===== src/rtl/regfile_pkg.sv =====
// Shared constants and slice helper for the multiport register file.
package regfile_pkg;
  localparam int DEF_DATA_W = 32;
  localparam int DEF_ADDR_W = 5;
  localparam int ZERO_REG   = 0;

  // Low bit of element idx in a flattened bus of w-bit elements.
  function automatic int sliceLo(input int idx, input int w);
    return idx * w;
  endfunction
endpackage


===== src/rtl/regfile_scoreboard.sv =====
// Pending-write scoreboard: one busy bit per register, set at issue,
// cleared by writeback or flush, looked up per read port.
module regfile_scoreboard
  import regfile_pkg::*;
#(
  parameter int ADDR_W = DEF_ADDR_W,
  parameter int NUM_RD = 2,
  parameter int NUM_WR = 2,
  parameter bit BYPASS = 1'b1
) (
  input  logic                     CLK,
  input  logic                     Reset,
  input  logic                     Flush,
  input  logic                     ResvEn,
  input  logic [ADDR_W-1:0]        ResvAddr,
  input  logic [NUM_WR-1:0]        WrEn,
  input  logic [NUM_WR*ADDR_W-1:0] WrAddr,
  input  logic [NUM_RD*ADDR_W-1:0] RdAddr,
  output logic [NUM_RD-1:0]        RdBusy
);
  localparam int NUM_REGS = 2**ADDR_W;

  logic [NUM_REGS-1:0] busy, busyNext;

  // Release first, then flush/reserve, so a same-cycle reservation wins.
  always_comb begin
    busyNext = busy;
    for (int j = 0; j < NUM_WR; j++) begin
      if (WrEn[j] && WrAddr[sliceLo(j, ADDR_W) +: ADDR_W] != ADDR_W'(ZERO_REG))
        busyNext[WrAddr[sliceLo(j, ADDR_W) +: ADDR_W]] = 1'b0;
    end
    if (Flush)
      busyNext = '0;
    else if (ResvEn && ResvAddr != ADDR_W'(ZERO_REG))
      busyNext[ResvAddr] = 1'b1;
    busyNext[ZERO_REG] = 1'b0;
  end

  always_ff @(posedge CLK or negedge Reset) begin
    if (!Reset) busy <= '0;
    else        busy <= busyNext;
  end

  for (genvar i = 0; i < NUM_RD; i++) begin : gRd
    logic [ADDR_W-1:0] addr;
    logic              fwd;
    assign addr = RdAddr[sliceLo(i, ADDR_W) +: ADDR_W];

    always_comb begin
      fwd = 1'b0;
      if (BYPASS) begin
        for (int j = 0; j < NUM_WR; j++) begin
          if (WrEn[j] && WrAddr[sliceLo(j, ADDR_W) +: ADDR_W] == addr)
            fwd = 1'b1;
        end
      end
    end

    assign RdBusy[i] = Reset && busy[addr] && !fwd;
  end
endmodule


===== src/rtl/multiport_regfile.sv =====
// Register file with NUM_RD combinational reads, NUM_WR synchronous writes,
// optional write-to-read bypass and a pending-write scoreboard.
module multiport_regfile
  import regfile_pkg::*;
#(
  parameter int DATA_W = DEF_DATA_W,
  parameter int ADDR_W = DEF_ADDR_W,
  parameter int NUM_RD = 2,
  parameter int NUM_WR = 2,
  parameter bit BYPASS = 1'b1
) (
  input  logic                     CLK,
  input  logic                     Reset,
  input  logic                     Flush,
  input  logic [NUM_RD*ADDR_W-1:0] RdAddr,
  output logic [NUM_RD*DATA_W-1:0] RdData,
  output logic [NUM_RD-1:0]        RdBusy,
  input  logic [NUM_WR-1:0]        WrEn,
  input  logic [NUM_WR*ADDR_W-1:0] WrAddr,
  input  logic [NUM_WR*DATA_W-1:0] WrData,
  input  logic                     ResvEn,
  input  logic [ADDR_W-1:0]        ResvAddr
);
  localparam int NUM_REGS = 2**ADDR_W;

  if (NUM_RD < 1 || NUM_RD > 4) begin : gBadRd
    $fatal(1, "multiport_regfile: NUM_RD must be 1..4");
  end
  if (NUM_WR < 1 || NUM_WR > 2) begin : gBadWr
    $fatal(1, "multiport_regfile: NUM_WR must be 1..2");
  end

  logic [NUM_REGS-1:0][DATA_W-1:0] regs;
  logic [NUM_WR-1:0][ADDR_W-1:0]   wrA;
  logic [NUM_WR-1:0][DATA_W-1:0]   wrD;
  logic [NUM_RD-1:0][DATA_W-1:0]   rdVal;

  for (genvar j = 0; j < NUM_WR; j++) begin : gWr
    assign wrA[j] = WrAddr[sliceLo(j, ADDR_W) +: ADDR_W];
    assign wrD[j] = WrData[sliceLo(j, DATA_W) +: DATA_W];
  end

  // Ports applied in ascending order so the highest index wins a conflict.
  always_ff @(posedge CLK or negedge Reset) begin
    if (!Reset) begin
      regs <= '0;
    end else begin
      for (int j = 0; j < NUM_WR; j++) begin
        if (WrEn[j] && wrA[j] != ADDR_W'(ZERO_REG))
          regs[wrA[j]] <= wrD[j];
      end
    end
  end

  for (genvar i = 0; i < NUM_RD; i++) begin : gRd
    logic [ADDR_W-1:0] addr;
    assign addr = RdAddr[sliceLo(i, ADDR_W) +: ADDR_W];

    always_comb begin
      rdVal[i] = regs[addr];
      if (BYPASS) begin
        for (int j = 0; j < NUM_WR; j++) begin
          if (WrEn[j] && wrA[j] == addr)
            rdVal[i] = wrD[j];
        end
      end
      // Forwarded data must not leak out while held in reset.
      if (!Reset || addr == ADDR_W'(ZERO_REG))
        rdVal[i] = '0;
    end
  end

  assign RdData = rdVal;

  regfile_scoreboard #(
    .ADDR_W(ADDR_W),
    .NUM_RD(NUM_RD),
    .NUM_WR(NUM_WR),
    .BYPASS(BYPASS)
  ) uScoreboard (
    .CLK     (CLK),
    .Reset   (Reset),
    .Flush   (Flush),
    .ResvEn  (ResvEn),
    .ResvAddr(ResvAddr),
    .WrEn    (WrEn),
    .WrAddr  (WrAddr),
    .RdAddr  (RdAddr),
    .RdBusy  (RdBusy)
  );
endmodule


===== config.mk =====
export PLATFORM = sky130hd
export DESIGN_NAME = multiport_regfile
export DESIGN_NICKNAME = d
export VERILOG_FILES = /design/src/rtl/regfile_pkg.sv /design/src/rtl/regfile_scoreboard.sv /design/src/rtl/multiport_regfile.sv
export SDC_FILE = /design/constraint.sdc
export NUM_CORES = 2
export LEC_CHECK = 0
export CORE_MARGIN = 1
export CORE_UTILIZATION = 30
export DETAILED_ROUTE_END_ITERATION = 7
export PLACE_DENSITY_LB_ADDON = 0.08
export SLEW_MARGIN = 20
export SYNTH_ARGS = -nofsm -noshare
export SYNTH_HDL_FRONTEND = slang
export SYNTH_SLANG_ARGS = --single-unit
export TNS_END_PERCENT = 100

===== constraint.sdc =====
create_clock -name CLK -period 5.3 [get_ports CLK]
set_clock_uncertainty 0.1 [all_clocks]
set_input_delay 0.53 -clock CLK [delete_from_list [all_inputs] [get_ports CLK]]
set_output_delay 0.53 -clock CLK [all_outputs]
set_load 0.02 [all_outputs]

==> qor.txt <==
Result of the run -> finished clean
# port buffers -> 160
Main synth FF type -> sky130_fd_sc_hd__dfrtp_1
Commonest non-fill, non-tap cell in the layout -> sky130_fd_sc_hd__mux2i_1
Final hold vios -> 0
Maximum clock path buffer count -> 3
Standard-cell row count -> 173
Layout overhead on the synthesized area -> 14.0%
Critical path class -> in -> out
Simple logic cell fraction of the synthesized area -> 0.0798
Clock latency reported for the late side of the worst-skew pair -> 800 ps
Net total in the final layout -> 6,227
Antenna Violating Nets Remaining -> 0
Actual transition at the worst max-transition pin -> 1160 ps
Cell chain of the critical path -> clkdlybuf4s50_1, xnor2_1, nand4_1, or2_4, nand4_1, buf_12, o221ai_1, clkdlybuf4s50_1
Fraction of synthesis flops using an asynchronous set or reset pin -> 1.00
Leakage -> 32.2 nW
Startpoint type of the worst setup path -> input port
Routed wire length per instance -> 35.4 um
Sum of routed wire length over all layers -> 326 mm
Antenna violations before repair -> 11
Final WS setup -> 602 ps
Source of the critical timing path -> WrAddr[7]
Via density per instance -> 5.81
Multiplexer fraction of the synthesized cell area -> 0.345
Setup Fix Bufs, Post-CTS -> 0
Post-DP HPWL -> 193 mm
Share of cells above drive strength 1 -> 0.193
Number of enable-type register cells in the synthesized netlist -> 0
Beginning of the worst register-to-register path -> uScoreboard.busy[7]$_DFF_PN0_
CP max FO -> 33
Total number of vias -> 53,515
Number of buffers and inverters on the critical path -> 3
Maximum VDD drop -> 0.299 mV
Top cell family by delay on the critical path -> buffers and inverters
Initial DRC count -> 5,135
Area of the core region -> 0.223 mm^2
Highest clock frequency the design can meet -> 213 MHz
Worst min-delay path category -> in -> async
Number of endpoints failing setup at the final stage -> 0
CP Capture Type -> primary output
Worst endpoint required time -> 4670 ps
First-pass detailed-route iteration total -> 6
Root buffer cell -> sky130_fd_sc_hd__clkbuf_16
Starting utilization of the core area -> 0.302
Overall die height -> 475 um
Final routed DRC violation total -> 0
Max cap viols -> 0
Post-cts hold buffer count -> 1
Number of cells produced by synthesis -> 6,382
Number of buffers created by CTS -> 139
Final total negative setup slack -> 0 ps
Mean instance size in the synthesized netlist -> 10.5 um^2
Main combinational cell family by area after synthesis -> multiplexers
Final Total Pwr -> 0.0286 W
Proportion of synthesized chip area in sequential cells -> 0.393
Post-synthesis instance area -> 0.0672 mm^2
Fraction of synthesized cell area in xor and xnor cells -> 0.00261
Via count of the first global-routing pass -> 52,342
Max-slew violations -> 0
Slowest stage delay, CP -> 700 ps
Floorplan die area -> 0.226 mm^2
Horizontal extent of the die -> 475 um
Clk pin slew, worst setup/hold paths -> 60 ps
Instance area after placement -> 0.0722 mm^2
Post-Place Setup Slack -> 655 ps
Total of flip-flops plus latches after synthesis -> 1,055
Nets in the synthesized netlist -> 6,477
Highest-count cells in the layout ignoring fill and taps -> 1,093 x sky130_fd_sc_hd__mux2i_1, 1,055 x sky130_fd_sc_hd__dfrtp_1, 597 x sky130_fd_sc_hd__a21oi_1
Max transition margin -> 0.225
RSZ-0062 raised after global routing -> no
Post-layout min period -> 4700 ps
CTS tree -> built
Compound-Gate Fraction of Synth Area -> 0.122
Power per cell area -> 373 mW/mm^2
Number of sinks on the clock net -> 1,055
Grt total ovfl -> 0
Cell variety after synth -> 58
Fin crit share -> 0.886
Global-route wire length before repair -> 451 mm
H-tree depth -> 4
Endpoint arrival time on the critical path -> 4070 ps
Number of instances resized during post-cts repair -> 0
Total routing resource utilization after global routing -> 0.286
Worst-path cell with the longest stage delay -> sky130_fd_sc_hd__clkdlybuf4s50_1
Design Area, Final -> 0.0767 mm^2
Fraction of the mapped netlist area in adder cells -> 0
Ports placed on the boundary -> 161
Pin count of the biggest net entering global routing -> 147
Weighted congestion reported at the end of routability-driven placement -> 0.814
Number of warnings printed during yosys synthesis -> 0
## cell usage after synthesis (5+ instances only)
cell	n	area, um^2
sky130_fd_sc_hd__mux2i_1	1093	10900
sky130_fd_sc_hd__dfrtp_1	1055	26400
sky130_fd_sc_hd__a21oi_1	597	2990
sky130_fd_sc_hd__nor2_1	564	2120
sky130_fd_sc_hd__clkbuf_1	539	2020
sky130_fd_sc_hd__nand2_1	539	2020
sky130_fd_sc_hd__mux4_2	526	11800
sky130_fd_sc_hd__o21ai_0	509	2550
sky130_fd_sc_hd__buf_2	161	806
sky130_fd_sc_hd__a22oi_1	97	728
sky130_fd_sc_hd__buf_1	88	330
sky130_fd_sc_hd__o21ai_1	65	325
sky130_fd_sc_hd__buf_4	52	390
sky130_fd_sc_hd__nand3_1	41	205
sky130_fd_sc_hd__mux2_2	37	417
sky130_fd_sc_hd__nor3_1	37	185
sky130_fd_sc_hd__inv_1	35	131
sky130_fd_sc_hd__nand4_1	35	219
sky130_fd_sc_hd__a221o_1	33	330
sky130_fd_sc_hd__a31oi_1	33	206
sky130_fd_sc_hd__o221ai_1	33	289
sky130_fd_sc_hd__o2111ai_1	32	280
sky130_fd_sc_hd__a22o_1	31	272
sky130_fd_sc_hd__buf_6	20	225
sky130_fd_sc_hd__nand3b_1	16	120
sky130_fd_sc_hd__xnor2_1	12	105
sky130_fd_sc_hd__nand2b_1	11	68.8
sky130_fd_sc_hd__nor2b_1	9	56.3
sky130_fd_sc_hd__nor2_2	8	50.1
sky130_fd_sc_hd__xor2_1	8	70.1
sky130_fd_sc_hd__a32oi_1	6	52.6
sky130_fd_sc_hd__and2_1	6	37.5
sky130_fd_sc_hd__a2bb2oi_1	5	43.8
sky130_fd_sc_hd__nor3_2	5	50.1
## power breakdown
group	total, W	internal (W)	leakage (nW)	switching (W)
Combinational	0.00721	0.00374	17.1	0.00348
Clock	0.00965	0.00560	2.21	0.00405
Sequential	0.0117	0.0101	12.9	0.00160
## stage by stage
step	hold WS, ps	util	instances
finish	157	0.345	9214
global route	132	0.344	9212
CTS	105	0.344	9211
detailed placement	283	0.324	8965
global placement	276	0.324	8964
floorplan	134	-	6382
## state kept, by name, summed over array words and instances (netlist names)
signal and flops:
uScoreboard.busy 31, regs 1024
## routing by layer
layer	track usage	vias to the layer above	part of all wire
li1	-	22861	-
met1	0.370	27804	0.41
met2	0.473	2246	0.48
met3	0.0469	598	0.060
met4	0.120	6	0.046
met5	0	-	0.000095
## worst register-to-register path, delay by kind of cell (launching register included)
family           cells  cell delay [ps]
AO/OA/AOI/OAI        1              150
flip-flops           1              350
AND/OR/NAND/NOR      1              440
## kinds of logic after synthesis
family                    count (synthesis)
and+or+nand+nor                        1301
buffers and inverters                   896
muxes                                  1656
xor gates and xnor gates                 20
DFF                                    1055
AOI/OAI and AO/OA                      1454
## area by class of cell
cell class                      count  area [um^2]
Tap cell                         2975         3720
Sequential cell                  1055        26400
Clock buffer                      216         4220
Timing Repair Buffer              469         4490
Multi-Input combinational cell   4431        37400
Inverter                           36          136
Clock inverter                     29          272
Fill cell                       22286       146000
Antenna cell                        3         7.51
## path summary, 6_finish.rpt
check / endpoint / slack (ps) / cells after the start
min in group CLK: regs[13]$_DFF_PN0_ / 290 / 0
min: regs[512]$_DFF_PN0_ / 160 / 2
max reg2reg: uScoreboard.busy[7]$_DFF_PN0_ / 4180 / 2
max: RdData[16] / 600 / 8
min reg2reg: regs[13]$_DFF_PN0_ / 290 / 0
max in group asynchronous: regs[112]$_DFF_PN0_ / 2400 / 5
No activity file was read; power rests on OpenSTA's default activity.
